<file path="src/rtl/jtag_bank_pkg.sv">
// Shared constants for the virtual-JTAG register bank: default IR map,
// the run start command and the run FSM state codes.
package jtag_bank_pkg;

  localparam int IR_W_DEF       = 4;
  localparam int WR_IR_BASE_DEF = 6;
  localparam int CTRL_IR_DEF    = 5;
  localparam int STAT_IR_DEF    = 10;
  localparam int RES_IR_DEF     = 11;

  localparam logic [4:0] START_CODE_DEF = 5'b10101;

  // Run FSM state codes (IDLE/RESET/RUN/FINISHED)
  typedef logic [1:0] run_state_t;
  localparam run_state_t ST_IDLE     = 2'd0;
  localparam run_state_t ST_RESET    = 2'd1;
  localparam run_state_t ST_RUN      = 2'd2;
  localparam run_state_t ST_FINISHED = 2'd3;

endpackage

</file>
<file path="src/rtl/jtag_shift_reg.sv">
// One DR shift register: parallel capture on cdr, LSB-first shift on sdr,
// both only while the register is addressed by the current IR.
module jtag_shift_reg #(
  parameter int W = 8
) (
  input  logic         tck,
  input  logic         reset,
  input  logic         tdi,
  input  logic         sel,
  input  logic         cdr,
  input  logic         sdr,
  input  logic [W-1:0] load,
  output logic [W-1:0] sh
);

  // Capture wins over shift; tdi enters at the MSB so bit 0 leaves first
  always_ff @(posedge tck or posedge reset) begin
    if (reset) begin
      sh <= '0;
    end else if (sel && cdr) begin
      sh <= load;
    end else if (sel && sdr) begin
      sh <= {tdi, sh[W-1:1]};
    end
  end

endmodule

</file>
<file path="src/rtl/jtag_reg_bank.sv">
// Virtual-JTAG register bank between the Virtual JTAG instance and the MD5
// core: write registers, coded start/reset control, status and chunked
// result read-out, all clocked by tck.
module jtag_reg_bank
  import jtag_bank_pkg::*;
#(
  parameter int                IR_W       = IR_W_DEF,
  parameter int                DATA_W     = 32,
  parameter int                N_WR       = 4,
  parameter int                WR_IR_BASE = WR_IR_BASE_DEF,
  parameter int                CTRL_IR    = CTRL_IR_DEF,
  parameter int                CTRL_W     = 5,
  parameter logic [CTRL_W-1:0] START_CODE = CTRL_W'(START_CODE_DEF),
  parameter int                RST_LEN    = 16,
  parameter int                STAT_IR    = STAT_IR_DEF,
  parameter int                STAT_W     = 4,
  parameter int                RES_IR     = RES_IR_DEF,
  parameter int                RES_W      = 512,
  parameter int                CHUNK_W    = 8
) (
  input  logic                     tck,
  input  logic                     reset,
  input  logic                     tdi,
  input  logic [IR_W-1:0]          ir_in,
  input  logic                     cdr,
  input  logic                     sdr,
  input  logic                     udr,
  output logic                     tdo,
  output logic [N_WR*DATA_W-1:0]   wr_data,
  output logic [N_WR-1:0]          wr_valid,
  output logic                     core_reset,
  output logic                     core_ce,
  input  logic [STAT_W-1:0]        status_in,
  input  logic                     res_valid,
  input  logic [RES_W-1:0]         res_data,
  input  logic                     core_done
);

  localparam int N_CHUNK = RES_W / CHUNK_W;
  localparam int PTR_W   = (N_CHUNK > 1) ? $clog2(N_CHUNK) : 1;
  localparam int CNT_W   = $clog2(RST_LEN + 1);
  localparam int SSH_W   = STAT_W + 2;

  logic [N_WR-1:0]   sel_wr;
  logic              sel_ctrl;
  logic              sel_stat;
  logic              sel_res;
  logic [DATA_W-1:0] wr_sh [N_WR];
  logic [CTRL_W-1:0] ctrl_sh;
  logic [CTRL_W-1:0] ctrl;
  logic [SSH_W-1:0]  stat_sh;
  logic [CHUNK_W-1:0] res_sh;
  logic [CHUNK_W-1:0] res_chunk;
  logic [RES_W-1:0]  res_buf;
  logic [PTR_W-1:0]  res_ptr;
  logic [STAT_W-1:0] stat_latched;
  logic              found_latched;
  logic              done_latched;
  run_state_t        state;
  logic [CNT_W-1:0]  cnt;
  logic              start;
  logic              unused_sh_bits;

  assign sel_ctrl = (ir_in == IR_W'(CTRL_IR));
  assign sel_stat = (ir_in == IR_W'(STAT_IR));
  assign sel_res  = (ir_in == IR_W'(RES_IR));
  assign start    = udr && sel_ctrl && (ctrl_sh == START_CODE);

  assign res_chunk = res_buf[int'(res_ptr) * CHUNK_W +: CHUNK_W];

  // Upper status/result shift bits leave the bank only serially through tdo
  assign unused_sh_bits = ^{stat_sh[SSH_W-1:1], res_sh[CHUNK_W-1:1]};

  for (genvar k = 0; k < N_WR; k++) begin : g_wr
    assign sel_wr[k] = (ir_in == IR_W'(WR_IR_BASE + k));

    jtag_shift_reg #(.W(DATA_W)) u_wr_sh (
      .tck   (tck),
      .reset (reset),
      .tdi   (tdi),
      .sel   (sel_wr[k]),
      .cdr   (cdr),
      .sdr   (sdr),
      .load  (wr_data[k*DATA_W +: DATA_W]),
      .sh    (wr_sh[k])
    );
  end

  jtag_shift_reg #(.W(CTRL_W)) u_ctrl_sh (
    .tck   (tck),
    .reset (reset),
    .tdi   (tdi),
    .sel   (sel_ctrl),
    .cdr   (cdr),
    .sdr   (sdr),
    .load  (ctrl),
    .sh    (ctrl_sh)
  );

  jtag_shift_reg #(.W(SSH_W)) u_stat_sh (
    .tck   (tck),
    .reset (reset),
    .tdi   (tdi),
    .sel   (sel_stat),
    .cdr   (cdr),
    .sdr   (sdr),
    .load  ({found_latched, done_latched, stat_latched}),
    .sh    (stat_sh)
  );

  jtag_shift_reg #(.W(CHUNK_W)) u_res_sh (
    .tck   (tck),
    .reset (reset),
    .tdi   (tdi),
    .sel   (sel_res),
    .cdr   (cdr),
    .sdr   (sdr),
    .load  (res_chunk),
    .sh    (res_sh)
  );

  // Serial output: bit 0 of the addressed shift register, bypass otherwise
  always_comb begin
    tdo = tdi;
    for (int k = 0; k < N_WR; k++) begin
      if (sel_wr[k]) tdo = wr_sh[k][0];
    end
    if (sel_ctrl) tdo = ctrl_sh[0];
    if (sel_stat) tdo = stat_sh[0];
    if (sel_res)  tdo = res_sh[0];
  end

  // Shadow registers update on udr; the valid pulse lands with the new data
  always_ff @(posedge tck or posedge reset) begin
    if (reset) begin
      wr_data  <= '0;
      wr_valid <= '0;
    end else begin
      for (int k = 0; k < N_WR; k++) begin
        wr_valid[k] <= udr && sel_wr[k];
        if (udr && sel_wr[k]) wr_data[k*DATA_W +: DATA_W] <= wr_sh[k];
      end
    end
  end

  // Control register, run FSM, core reset timer, result/status latches
  always_ff @(posedge tck or posedge reset) begin
    if (reset) begin
      ctrl          <= '0;
      state         <= ST_IDLE;
      cnt           <= '0;
      core_reset    <= 1'b0;
      core_ce       <= 1'b0;
      found_latched <= 1'b0;
      done_latched  <= 1'b0;
      stat_latched  <= '0;
      res_buf       <= '0;
      res_ptr       <= '0;
    end else begin
      // A start code is consumed immediately so it cannot re-trigger
      if (udr && sel_ctrl) ctrl <= start ? '0 : ctrl_sh;

      if (start) begin
        state         <= ST_RESET;
        cnt           <= '0;
        core_reset    <= 1'b1;
        core_ce       <= 1'b1;
        found_latched <= 1'b0;
        done_latched  <= 1'b0;
        res_ptr       <= '0;
      end else begin
        if (cdr && sel_res) begin
          res_ptr <= (res_ptr == PTR_W'(N_CHUNK - 1)) ? '0 : res_ptr + 1'b1;
        end

        case (state)
          ST_RESET: begin
            if (cnt == CNT_W'(RST_LEN - 1)) begin
              core_reset <= 1'b0;
              state      <= ST_RUN;
            end else begin
              cnt <= cnt + 1'b1;
            end
          end
          ST_RUN: begin
            // A found result wins over exhaustion arriving in the same cycle
            if (res_valid) begin
              res_buf       <= res_data;
              stat_latched  <= status_in;
              found_latched <= 1'b1;
              done_latched  <= core_done;
              core_ce       <= 1'b0;
              state         <= ST_FINISHED;
            end else if (core_done) begin
              res_buf       <= '0;
              stat_latched  <= status_in;
              done_latched  <= 1'b1;
              core_ce       <= 1'b0;
              state         <= ST_FINISHED;
            end
          end
          default: begin
          end
        endcase
      end
    end
  end

endmodule

</file>
<file path="config.mk">
export PLATFORM = sky130hd
export DESIGN_NAME = jtag_reg_bank
export DESIGN_NICKNAME = d
export VERILOG_FILES = /design/src/rtl/jtag_bank_pkg.sv /design/src/rtl/jtag_shift_reg.sv /design/src/rtl/jtag_reg_bank.sv
export SDC_FILE = /design/constraint.sdc
export NUM_CORES = 2
export LEC_CHECK = 0
export CAP_MARGIN = 20
export CELL_PAD_IN_SITES_DETAIL_PLACEMENT = 1
export CELL_PAD_IN_SITES_GLOBAL_PLACEMENT = 2
export CORE_ASPECT_RATIO = 0.5
export CORE_MARGIN = 2
export CORE_UTILIZATION = 35
export DETAILED_ROUTE_END_ITERATION = 8
export GPL_TIMING_DRIVEN = 0
export PLACE_DENSITY = 0.79
export SLEW_MARGIN = 20
export SYNTH_ARGS = -nofsm -noshare
export SYNTH_HDL_FRONTEND = slang
export SYNTH_HIERARCHICAL = 1
export SYNTH_SLANG_ARGS = --single-unit
</file>
<file path="constraint.sdc">
create_clock -name tck -period 32.2 [get_ports tck]
set_clock_uncertainty 0.05 [all_clocks]
set_input_delay 6.44 -clock tck [delete_from_list [all_inputs] [get_ports tck]]
set_output_delay 6.44 -clock tck [all_outputs]
set_load 0.01 [all_outputs]
</file>
==> results.cfg <==
[run_status]
status = complete, no violations

[timing]
clock.fmax_mhz = 65.6
worstMarginPinSlew_ns = 1.04
period_minus_slack_ns = 15.26
rsz0062_at_grt = no
max_slew_margin_pct = 30.3
slew_violations = 0
hold_slack_ns = 0.436
setup_viol = 0
hold_viol_final = 0
finalCritPeriodShare_pct = 47.4
setup_slack_ns = 16.94

[power_and_ir_drop]
power.leakage_nw = 20.0
peakVddDrop_v = 0.0000357
p_per_area_nw_per_um2 = 65.0

[worst_setup_path]
crit_required_ns = 25.71
crit_path_end_kind = output port
crit_type = input pin to output port
crit_arrival_ns = 8.77
worstReg2RegEnd = u_res_sh/sh[4]$_DFFE_PP0P_
start_kind = input pin
regToRegSetupSlack_ns = 28.55
crit_start = ir_in[2]
crit_fanout = 5
crit_end = tdo
r2r_cells = 10
rr_startpoint = res_ptr[1]$_DFFE_PP0P_

[synth]
synthTopCellsByArea = dfrtp_1, a22o_1, mux4_2
ys_async_sr_fraction_pct = 100
synth.avg_cell_area_um2 = 13.0
synth-main-ff-cell = dfrtp_1
syn_area_um2 = 35200
synth-seq-cells = 817
synth_common_cells = dfrtp_1, a22o_1, o22ai_1
yosys.area.top_type = dfrtp_1
synth_edf_count = 0
synth_cell_types = 61
synth_top_area_share_pct = 58.1
yosysMostFrequentCell = dfrtp_1
synth_cells = 2716
ys_seq_area_share_pct = 58.1
syn-num-nets = 3247
yosys_warnings = 6

[clocking]
clock_latency_ns = 0.68
clockBufferDepth = 3
cts_buffers = 79
cts_resized = 0
cts_sinks = 817
root_buffer = clkbuf_16
cts_hold_buf = 0
htreeDepth = 3
tritoncts = built
postCtsSetupRepairBufs = 0
clk_transition_reported_paths_ns = 0.06

[global_route]
grt_pass1_vias = 30100
gr-total-overflow = 0
grt_usage_pct = 27.1
grt_pass1_wl_mm = 208
grt_antenna_before_repair = 61
grt_max_degree = 105

[placement]
pre_cts_ws_ns = 17.00
place_area_um2 = 43700
gp_congestion = 0.883
hpwl_mm = 104
port_buffers = 662

[final_layout]
final_net_count = 3998
final_util_pct = 46.5
final_area_um2 = 46500
syn2layout_area_growth_pct = 32.0
drive_above_1_share_pct = 15.5

[floorplanning]
die_h_um = 228
die_x_um = 452
num_rows = 82
initial_core_util_pct = 35.2
coreArea_um2 = 99900
io_pins = 663
dieArea_um2 = 103000

[drt]
drc = 0
ant_nets = 0
drt_iter0_markers = 2136
vias = 28400
vias_per_cell = 5.75
drt_pass1_iterations = 5
finalWirelength_mm = 141
wl_per_cell_um = 28.6

[flow_run]
maxCapViolCount = 0

[hold_path]
hp-class = flip-flop to flip-flop
[layout make-up]
type	count	area (um^2)
fillers	10400	53500
repair buffers	670	6830
well taps	1344	1680
clock buffers	118	2390
inverters	20	82.6
plain buffers	247	1460
diodes	55	138
clock inverters	25	219
multi-input cells	1632	13200
flip-flops and latches	817	20400
[layout by cell type (no fill, tap or decap), types with 5 or more instances in the layout]
cell type        count
clkbuf_8            25
o22ai_1            206
o21a_1               5
and3_1               5
and2_1               5
inv_6                5
a221o_1             21
buf_4               21
diode_2             55
nand2_1            147
mux2_2             102
a221oi_1            18
clkbuf_16           80
clkbuf_1            57
a22oi_1             20
nor2_1             116
nor2b_1             18
dfrtp_1            817
mux4_2              92
mux2i_1             78
clkdlybuf4s50_1    661
clkinv_2            12
nor3_1               8
nand2b_1            13
buf_2              144
a21oi_1            155
o21ai_0             12
nand3b_1            10
a22o_1             522
nor4bb_1             5
buf_6               33
buf_16               7
nand4_1              7
nand3_1             15
o21ai_1              6
inv_1               14
[sequential cells by signal, summed over array words and instances, names as in the netlist]
register,cells
cnt,5
core_ce,1
core_reset,1
ctrl,5
done_latched,1
found_latched,1
g_wr.u_wr_sh/sh,128
res_buf,512
res_ptr,6
stat_latched,4
state,2
u_ctrl_sh/sh,5
u_res_sh/sh,8
u_stat_sh/sh,6
wr_data,128
wr_valid,4
[critical path: stages]
cell and delay (ns):
clkdlybuf4s50_1 0.47, and2b_1 0.30, and3_1 0.18, clkbuf_1 0.49
nor2b_1 0.23, a21oi_1 0.06, clkdlybuf4s50_1 0.60
[layer usage]
layer / part of all wire, % / global-route usage, %
met1: 41 / 34.7
met2: 51 / 45.1
met3: 4.6 / 4.58
met4: 3.8 / 11.6
met5: 0.028 / 0
[worst min-delay path by stage]
stage                                      to  slack [ns]           startpoint  depth (start not counted)
after floorplan           ctrl[4]$_DFFE_PP0P_        0.39  ctrl[4]$_DFFE_PP0P_                          2
after global placement    core_ce$_DFFE_PP0P_        0.42  core_ce$_DFFE_PP0P_                          2
after detailed placement  ctrl[4]$_DFFE_PP0P_        0.42  ctrl[4]$_DFFE_PP0P_                          2
after CTS                 ctrl[4]$_DFFE_PP0P_        0.43  ctrl[4]$_DFFE_PP0P_                          2
after global routing      core_ce$_DFFE_PP0P_        0.45  core_ce$_DFFE_PP0P_                          2
final                     ctrl[2]$_DFFE_PP0P_        0.44  ctrl[2]$_DFFE_PP0P_                          2
[stage by stage]
stage / setup TNS, ns / std cells / power, mW
floorplan: 0 / 2716 / 1.68
global placement: -1544.77 / 4722 / 2.05
detailed placement: 0 / 4730 / 2.06
CTS: 0 / 4873 / 3.03
global route: 0 / 4927 / 3.14
finish: 0 / 4928 / 3.02
[report_power, final]
| part | internal, mW | switching [mW] | total (mW) |
|---|---|---|---|
| Combinational | 0.384 | 0.385 | 0.769 |
| Sequential | 1.17 | 0.117 | 1.29 |
| Clock | 0.533 | 0.431 | 0.964 |
| Total | 2.09 | 0.933 | 3.02 |
[cell families (layout without fill, tap and decap cells)]
logic type	after synthesis	in the layout	share of synthesized area [%]
mux	272	272	11.4
buf+inv	267	1080	4.36
simple gates	365	365	4.72
other cells	0	55	0
fa+ha+maj	3	3	0.107
compound gates	988	988	21.3
xor+xnor	4	4	0.0995
flops	817	817	58.1
No activity file was read; power rests on OpenSTA's default activity.
